File: config.mk
export PLATFORM = sky130hd
export DESIGN_NAME = xaddrgen_nd
export DESIGN_NICKNAME = d
export VERILOG_FILES = /design/src/rtl/xaddrgen_nd.sv
export SDC_FILE = /design/constraint.sdc
export NUM_CORES = 1
export LEC_CHECK = 0
export ABC_AREA = 1
export CAP_MARGIN = 20
export CORE_UTILIZATION = 62
export DETAILED_ROUTE_END_ITERATION = 10
export PLACE_DENSITY = 0.87
export REMOVE_ABC_BUFFERS = 1
export SLEW_MARGIN = 0
export SYNTH_ARGS = -nofsm -noshare
export SYNTH_HDL_FRONTEND = slang
export SYNTH_SLANG_ARGS = --single-unit
File: constraint.sdc
create_clock -name clk_i -period 8.6 [get_ports clk_i]
set_input_delay 1.72 -clock clk_i [delete_from_list [all_inputs] [get_ports clk_i]]
set_output_delay 1.72 -clock clk_i [all_outputs]
set_load 0.1 [all_outputs]
File: src/rtl/xaddrgen_nd.sv
// N-level nested-loop address generator for Versat memory units.
// Level 0 is a period/duty/delay enable pattern; outer levels add shifts.
//
// Ports:
//   clk_i, rst_i      clock, synchronous active-high reset
//   run_i             start pulse, latches all config
//   pause_i           freezes counters, address and state
//   start_i           initial address
//   period_i          level-0 period (0 acts as 1)
//   duty_i            enabled cycles per period (clamped to period)
//   delay_i           idle cycles between run and first period
//   incr_i            signed per-access increment
//   iter_i, shift_i   per-level iterations and signed shifts, W bits each
//   addr_o            address, valid with mem_en_o
//   mem_en_o          memory access enable
//   done_o            generator idle
module xaddrgen_nd #(
  parameter int MEM_ADDR_W = 10,
  parameter int PERIOD_W   = 10,
  parameter int NLOOPS     = 3
) (
  input  logic                         clk_i,
  input  logic                         rst_i,
  input  logic                         run_i,
  input  logic                         pause_i,
  input  logic [MEM_ADDR_W-1:0]        start_i,
  input  logic [PERIOD_W-1:0]          period_i,
  input  logic [PERIOD_W-1:0]          duty_i,
  input  logic [PERIOD_W-1:0]          delay_i,
  input  logic [MEM_ADDR_W-1:0]        incr_i,
  input  logic [NLOOPS*MEM_ADDR_W-1:0] iter_i,
  input  logic [NLOOPS*MEM_ADDR_W-1:0] shift_i,
  output logic [MEM_ADDR_W-1:0]        addr_o,
  output logic                         mem_en_o,
  output logic                         done_o
);

  localparam int W = MEM_ADDR_W;

  typedef enum logic [1:0] {
    S_IDLE,
    S_DELAY,
    S_RUN
  } state_t;

  state_t r_state, w_state_nx;

  logic [W-1:0]        r_addr, w_addr_nx, w_sum;
  logic [W-1:0]        r_incr;
  logic [NLOOPS*W-1:0] r_shift;
  logic [W-1:0]        r_iter [NLOOPS];
  logic [W-1:0]        r_cnt  [NLOOPS];
  logic [W-1:0]        w_cnt_nx [NLOOPS];
  logic [W-1:0]        w_iter_eff [NLOOPS];
  logic [PERIOD_W-1:0] r_period, r_duty, r_p, r_dly;
  logic [PERIOD_W-1:0] w_p_nx, w_dly_nx;
  logic [PERIOD_W-1:0] w_period_eff, w_duty_eff;
  logic [NLOOPS-1:0]   w_wrap, w_step;
  logic                w_en, w_last;

  // Config sanitising applied at the moment run_i latches it.
  always_comb begin
    w_period_eff = (period_i == '0) ? PERIOD_W'(1) : period_i;
    w_duty_eff   = (duty_i > w_period_eff) ? w_period_eff : duty_i;
    for (int k = 0; k < NLOOPS; k++) begin
      w_iter_eff[k] = iter_i[k*W +: W];
      if (k > 0 && w_iter_eff[k] == '0)
        w_iter_eff[k] = W'(1);
    end
  end

  // Loop bookkeeping: a level steps when the one below wraps.
  always_comb begin
    w_en      = (r_state == S_RUN) && !pause_i && (r_p < r_duty);
    w_last    = (r_p == r_period - PERIOD_W'(1));
    w_step[0] = w_last;
    w_wrap[0] = w_last && (r_cnt[0] == r_iter[0] - W'(1));
    for (int k = 1; k < NLOOPS; k++) begin
      w_step[k] = w_wrap[k-1];
      w_wrap[k] = w_wrap[k-1] && (r_cnt[k] == r_iter[k] - W'(1));
    end
    // All increments and shifts of one cycle fold into one sum.
    w_sum = r_addr;
    if (w_en)
      w_sum = w_sum + r_incr;
    if (w_last)
      w_sum = w_sum + r_shift[0 +: W];
    for (int k = 0; k < NLOOPS-1; k++)
      if (w_wrap[k])
        w_sum = w_sum + r_shift[(k+1)*W +: W];
  end

  always_comb begin
    w_state_nx = r_state;
    w_addr_nx  = r_addr;
    w_p_nx     = r_p;
    w_dly_nx   = r_dly;
    w_cnt_nx   = r_cnt;
    if (run_i) begin
      w_addr_nx = start_i;
      w_p_nx    = '0;
      w_dly_nx  = delay_i - PERIOD_W'(1);
      for (int k = 0; k < NLOOPS; k++)
        w_cnt_nx[k] = '0;
      if (iter_i[0 +: W] == '0)
        w_state_nx = S_IDLE;
      else if (delay_i == '0)
        w_state_nx = S_RUN;
      else
        w_state_nx = S_DELAY;
    end else if (!pause_i) begin
      unique case (r_state)
        S_DELAY: begin
          if (r_dly == '0)
            w_state_nx = S_RUN;
          else
            w_dly_nx = r_dly - PERIOD_W'(1);
        end
        S_RUN: begin
          w_p_nx = w_last ? '0 : r_p + PERIOD_W'(1);
          for (int k = 0; k < NLOOPS; k++) begin
            if (w_wrap[k])
              w_cnt_nx[k] = '0;
            else if (w_step[k])
              w_cnt_nx[k] = r_cnt[k] + W'(1);
          end
          // Final wrap keeps the last presented address.
          if (w_wrap[NLOOPS-1])
            w_state_nx = S_IDLE;
          else
            w_addr_nx = w_sum;
        end
        default: ;
      endcase
    end
  end

  always_ff @(posedge clk_i) begin
    if (rst_i) begin
      r_state  <= S_IDLE;
      r_addr   <= '0;
      r_incr   <= '0;
      r_shift  <= '0;
      r_period <= '0;
      r_duty   <= '0;
      r_p      <= '0;
      r_dly    <= '0;
      for (int k = 0; k < NLOOPS; k++) begin
        r_iter[k] <= '0;
        r_cnt[k]  <= '0;
      end
    end else begin
      r_state <= w_state_nx;
      r_addr  <= w_addr_nx;
      r_p     <= w_p_nx;
      r_dly   <= w_dly_nx;
      r_cnt   <= w_cnt_nx;
      if (run_i) begin
        r_incr   <= incr_i;
        r_shift  <= shift_i;
        r_period <= w_period_eff;
        r_duty   <= w_duty_eff;
        r_iter   <= w_iter_eff;
      end
    end
  end

  assign addr_o   = r_addr;
  assign mem_en_o = w_en;
  assign done_o   = (r_state == S_IDLE);

endmodule

==> metrics.md, run 1 <==
| Metric | Value |
|---|---|
| VDD IR-drop max | `around 0.00017 V` |
| NumNets Final | `between 1.5k and 2k` |
| Worst-Skew Late Latency | `0.44 ns` |
| Initial antenna violation count | `0` |
| Fill cells | `around 1.4k` |
| Pint | `~1.4 mW` |
| Placed wire-length estimate | `~22 mm` |
| Fmax | `approximately 140 MHz` |
| Final setup fails | `0` |
| CP Capture Type | `register` |
| Worst rel slew slack | `0.3451` |
| Die H | `133.4 µm` |
| Worst r2r src | `r_p[9]$_SDFFE_PP0P_` |
| Critical path arrival | `around 7.6 ns` |
| Most numerous cell on the critical path | `nand2_1` |
| Clk pwr share | `0.382` |
| CP max-delay cell | `clkdlybuf4s50_1` |
| Area growth, synth to finish | `19.16%` |
| Core Footprint | `~0.017 mm²` |
| Synthesized area | `between 0.01 and 0.015 mm²` |
| Layout cells sized above 1 | `0.06594` |
| Setup TNS | `0 ns` |
| Worst slew pin tran | `0.9793 ns` |
| Hold path startpoint | `r_incr[5]$_SDFFE_PP0P_` |
| Via density | `5.612` |
| Hold-fix buffers, CTS | `0` |
| Worst setup SP type | `input port` |
| Run status | `finished clean` |
| EDFF count, synth | `0` |
| Starting Density | `0.6414` |
| Fin crit period | `roughly 7.3 ns` |
| Worst-path maximum fanout | `14` |
| Yosys top cell area share | `0.2841` |
| Pin count of the biggest net entering global routing | `67` |
| Routed WL per cell | `roughly 15 µm` |
| Sw Share | `0.3139` |
| FF+latch count, synth | `152` |
| Tot GR Track Use | `0.3410` |
| Hold WC Path Type | `register to register` |
| ANT cells | `0` |
| Top cells by area, synth | `dfxtp_1, nand2_1, ha_1` |
| Period utilization | `0.8496` |
| First-pass GRT wire length | `between 40 and 50 mm` |
| Combinational Power Share | `0.245` |
| Mean post-synth cell area | `about 6.6 µm²` |
| Seq/Total Area, Yosys | `0.2841` |
| Async set-reset flop share out of synthesis | `0` |
| Largest area contributor in the netlist | `dfxtp_1` |
| Worst setup path class | `input port to register` |
| Vias | `11.02k` |
| Pwr Density | `between 150 and 200 mW/mm²` |
| Number of I/O pins | `between 100 and 150` |
| Clk_skew | `around 0.010 ns` |
| Worst EP required | `around 8.9 ns` |
| Die footprint | `around 0.018 mm²` |
| Post-route DRC | `0` |
| Share of power burned in registers | `0.374` |
| Max_cap viols | `0` |
| Number of synthesis warnings | `0` |
| NetSw | `0.6477 mW` |
| Ys flop type | `dfxtp_1` |
| Cell variety after synth | `56` |
| Root Buffer | `clkbuf_16` |
| CTS buffer count | `17` |
| Htree depth | `4` |
| FF-to-FF setup slack | `about 2.2 ns` |
| Post-cts sizing count | `0` |
| Delay of the slowest critical-path stage | `around 0.58 ns` |
| Placed Instance Area | `around 0.012 mm²` |
| Clock sink total | `about 150` |
| Clock buffer depth | `2` |
| CTS tree | `yes` |
| Leak pwr | `a little over 6 nW` |
| Worst-path clk slew | `approximately 0.060 ns` |
| Starting DRT DRC Count | `812` |
| Setup bufs post-CTS | `0` |
| Routability cong. | `between 0.9 and 1` |
| Cell area after layout | `~0.013 mm²` |
| Die W | `133.4 µm` |
| Post-route ant nets | `0` |
| Port bufs | `~130` |
| Post-Synthesis Cells | `approximately 1.6k` |
| RSZ-0062 raised after global routing | `no` |
| Pins Over Slew Limit | `0` |
| Worst setup startpoint | `pause_i` |
| Vias in the first global route | `between 10k and 15k` |
| Drt first pass iters | `6` |
| Routed WL | `just under 30 mm` |
| Final hold vios | `0` |
| Rows | `47` |
| Remaining Overflow, GRT | `0` |
[layout make-up]
class                   count  area, µm²  share of cell area
flip-flops and latches    152       3043              0.2384
clock inverters            10      141.4             0.01108
multi-input cells        1202       6659              0.5217
clock buffers              22      474.2             0.03715
inverters                 226      852.1             0.06676
repair buffers            132       1319              0.1033
well taps                 220      275.3             0.02157
[registers in the layout (all words and copies together) (netlist names)]
signal / count
r_incr: 10
r_dly: 10
r_period: 10
r_iter: 30
r_p: 10
r_cnt: 30
r_shift: 30
r_duty: 10
r_state: 2
addr_o: 10
[logic make-up (layout without fill, tap and decap cells)]
| kind of cell | after synthesis | in the layout | synth area share |
|---|---|---|---|
| and+or+nand+nor | 822 | 822 | 0.3459 |
| buffers and inverters | 266 | 390 | 0.09497 |
| AOI/OAI and AO/OA | 233 | 233 | 0.1251 |
| adders and majority gates | 68 | 68 | 0.08223 |
| muxes | 5 | 5 | 0.004673 |
| xor gates and xnor gates | 74 | 74 | 0.06308 |
| DFF | 152 | 152 | 0.2841 |
[cells in the mapped netlist (7+ instances only)]
cell type / count
nor3_1: 29
nand4_1: 29
dfxtp_1: 152
nand2_1: 399
nor4_1: 12
a21oi_1: 76
nor2_2: 12
nand3_1: 140
nor2_4: 7
inv_1: 211
clkbuf_1: 28
ha_1: 64
o21ai_0: 71
xor2_1: 46
xnor2_1: 26
nand2_2: 12
o21ai_1: 19
o22ai_1: 22
or2_2: 12
nor2_1: 146
inv_2: 12
o32ai_1: 9
[power groups by stage]
stage	clock, mW	combinational [mW]	sequential, mW
3_3_place_gp	0	0.482	0.784
2_1_floorplan	0	0.314	0.803
3_5_place_dp	0	0.494	0.785
5_1_grt	0.824	0.561	0.774
4_1_cts	0.791	0.500	0.770
6_report	0.788	0.505	0.771
[final timing paths]
kind,to,cells past startpoint
setup / recovery,addr_o[9]$_SDFFE_PP0P_,40
hold / removal,r_incr[5]$_SDFFE_PP0P_,2
setup reg to reg,addr_o[9]$_SDFFE_PP0P_,42
hold reg to reg,r_incr[5]$_SDFFE_PP0P_,2
[critical path, delay by kind of cell]
kind / cells / cell delay (ns)
buffers and inverters: 8 / 1.13
AO/OA/AOI/OAI: 5 / 0.81
adder cells (fa/ha/maj): 4 / 1.21
AND/OR/NAND/NOR: 21 / 2.38
XOR/XNOR: 2 / 0.34
[layout by cell type, fill, tap and decap left out, types with 29 or more instances in the layout]
cell	n
nand2_1	399
inv_1	210
dfxtp_1	152
nor2_1	145
nand3_1	140
clkdlybuf4s50_1	124
a21oi_1	76
o21ai_0	71
ha_1	64
xor2_1	46
nand4_1	29
nor3_1	29
[routing by layer]
layer,GRT usage,wire length [µm],vias to the layer above
met5,0,0,-
met3,0.05061,1742,74
li1,-,-,5511
met2,0.5877,14160,413
met4,0.1496,1020,0
met1,0.4212,12830,5023
[through the flow]
stage	instances	setup slack (ns)	hold WS (ns)	total power, mW	util
after CTS	1964	1.364	0.4560	2.060	0.7642
after detailed placement	1932	0.9172	0.4427	1.279	0.7274
after global placement	1931	1.189	0.4354	1.267	0.7257
after floorplan	1580	1.463	0.4228	1.118	-
final	1964	1.294	0.4559	2.064	0.7642
after global routing	1964	0.6992	0.4816	2.159	0.7642
(Power assumes the default switching activity.)
==> inputs of run 2 (changes only) <==
CORE_UTILIZATION = 57   (was 62)
PLACE_DENSITY = 0.81   (was 0.87)
clock period = 7.2 ns   (was 8.6 ns; I/O delays follow)
==> run 2 against run 1 <==
The flow now finishes with violations (DRC). Sequential power increased by 19%. Clock power increased by 27%. Routed wire length decreased by 1.1%. Non-clock buffer count increased by 2. Largest cell class unchanged. Highest routed layer is now met5.
==> metrics.md, run 2 (synthesis results as in run 1) <==
| Metric | Value |
|---|---|
| Clk pwr share | `0.397` |
| NetSw | `between 0.7 and 0.8 mW` |
| Setup TNS | `0 ns` |
| Commonest cells after routing, fill and taps aside | `nand2_1, inv_1, dfxtp_1` |
| Worst slack at placement | `0.1155 ns` |
| Period utilization | `0.9093` |
| Setup ws final | `about 0.65 ns` |
| Share of power burned in registers | `0.365` |
| Post-route ant nets | `0` |
| Failing checks | `DRC` |
| Fmax | `between 150 and 200 MHz` |
| Htree depth | `4` |
| Pin count of the biggest net entering global routing | `between 60 and 70` |
| Leak pwr | `around 6.1 nW` |
| Sw Share | `0.3118` |
| Root Buffer | `clkbuf_16` |
| CTS buffer count | `17` |
| CP max-delay cell | `clkdlybuf4s50_1` |
| Clock sink total | `between 150 and 200` |
| VDD IR-drop max | `0.0001633 V` |
| Via density | `approximately 5.5` |
| Worst-Skew Late Latency | `approximately 0.44 ns` |
| Routability cong. | `slightly above 0.9` |
| Pins Over Slew Limit | `0` |
| Remaining Overflow, GRT | `0` |
| Worst rel slew slack | `0.3403` |
| Total power | `approximately 2.5 mW` |
| Die H | `around 140 µm` |
| Setup bufs post-CTS | `0` |
| Core Footprint | `about 0.018 mm²` |
| Number of I/O pins | `between 100 and 150` |
| Drt first pass iters | `9` |
| Die footprint | `around 0.019 mm²` |
| Die W | `between 100 and 150 µm` |
| Most numerous cell on the critical path | `nand2_1` |
| Initial antenna violation count | `1` |
| CP Capture Type | `register` |
| Max_cap viols | `0` |
| Post-route DRC | `7` |
| Run status | `finished with violations` |
| CTS tree | `yes` |
| Starting Density | `0.5883` |
| Delay of the slowest critical-path stage | `between 0.4 and 0.5 ns` |
| Clock buffer depth | `2` |
| Starting DRT DRC Count | `about 770` |
| Worst setup SP type | `input port` |
| Vias in the first global route | `10.31k` |
| Vias | `between 10k and 15k` |
| Worst-path maximum fanout | `5` |
| Worst EP required | `7.52 ns` |
| Routed WL | `29.43 mm` |
| Pint | `about 1.7 mW` |
| Clk_skew | `between 0.01 and 0.015 ns` |
| Worst slew pin tran | `between 0.9 and 1 ns` |
| Worst setup path class | `input port to register` |
| Critical path arrival | `6.86 ns` |
| Pwr Density | `between 150 and 200 mW/mm²` |
| Final setup fails | `0` |
| First-pass GRT wire length | `approximately 49 mm` |
| Worst-path clk slew | `~0.07 ns` |
| NumNets Final | `1915` |
| Hold Slack | `0.4528 ns` |
| Layout cells sized above 1 | `0.06816` |
| Final hold vios | `0` |
| Combinational Power Share | `0.238` |
| Placed wire-length estimate | `approximately 22 mm` |
| Largest regs | `r_cnt: 30 flops, r_iter: 30 flops, r_shift: 30 flops` |
| Tot GR Track Use | `0.3125` |
| Fin crit period | `~6.5 ns` |
| Port bufs | `approximately 130` |
| RSZ-0062 raised after global routing | `no` |
| ANT cells | `0` |
| Commonest non-fill, non-tap cell in the layout | `nand2_1` |
| Area growth, synth to finish | `19.57%` |
| Rows | `49` |
| Hold WC Path Type | `register to register` |
| Routed WL per cell | `14.90 µm` |
-- run 2: cell count changes in the layout (fill, tap and decap cells not counted), sizes merged --
cell / before / now
buf: 8 / 10
bufinv: 3 / 5
clkbuf: 22 / 18
inv: 225 / 227
-- run 2: power groups by stage --
stage | Sequential, mW | Clock (mW) | Combinational (mW)
after CTS | 0.919 | 1.01 | 0.596
after floorplan | 0.960 | 0 | 0.376
final | 0.921 | 1.00 | 0.599
after detailed placement | 0.937 | 0 | 0.589
after global placement | 0.937 | 0 | 0.579
after global routing | 0.925 | 1.04 | 0.669
-- run 2: layer usage --
metal | wire (µm) | vias up | global-route usage
met3 | 1670 | 62 | 0.05318
met1 | 13250 | 5032 | 0.3983
met5 | 17 | - | 0
met4 | 765 | 2 | 0.1175
li1 | - | 5526 | -
met2 | 13730 | 322 | 0.5276
-- run 2: what timing repair did --
action,4_1_cts,5_1_grt
resized for setup,0,2
endpoints found under the setup margin,0,1
hold buffers,0,0
endpoints found under the hold margin,0,0
-- run 2: path summary, 6_finish.rpt --
kind | startpoint | end | slack (ns) | cells past startpoint
worst min register to register | r_incr[2]$_SDFFE_PP0P_ | r_incr[2]$_SDFFE_PP0P_ | 0.45 | 2
worst min-delay path | r_incr[2]$_SDFFE_PP0P_ | r_incr[2]$_SDFFE_PP0P_ | 0.45 | 2
worst max-delay path | pause_i | addr_o[9]$_SDFFE_PP0P_ | 0.65 | 39
worst max register to register | r_p[9]$_SDFFE_PP0P_ | addr_o[9]$_SDFFE_PP0P_ | 1.05 | 41
-- run 2: through the flow --
step | area (µm²) | util | cells
after floorplan | 10550 | - | 1580
after global placement | 12150 | 0.6675 | 1943
after detailed placement | 12150 | 0.6675 | 1943
after CTS | 12800 | 0.7032 | 1975
after global routing | 12810 | 0.7034 | 1975
final | 12810 | 0.7034 | 1975
-- run 2: layout make-up --
class / count / area, µm²
timing repair buffer: 134 / 1314
inverter: 226 / 852.1
sequential: 152 / 3043
fill: 1569 / 5401
clock inverter: 14 / 221.5
tap: 229 / 286.5
clock buffer: 18 / 429.2
multi-input combinational: 1202 / 6661
-- run 2: worst max-delay path: cells and delay by family --
family                   cells  cell delay, ns
AND/OR/NAND/NOR             21            2.21
buffers and inverters        7            0.81
adder cells (fa/ha/maj)      4            1.20
AO/OA/AOI/OAI                5            0.85
XOR/XNOR                     2            0.34
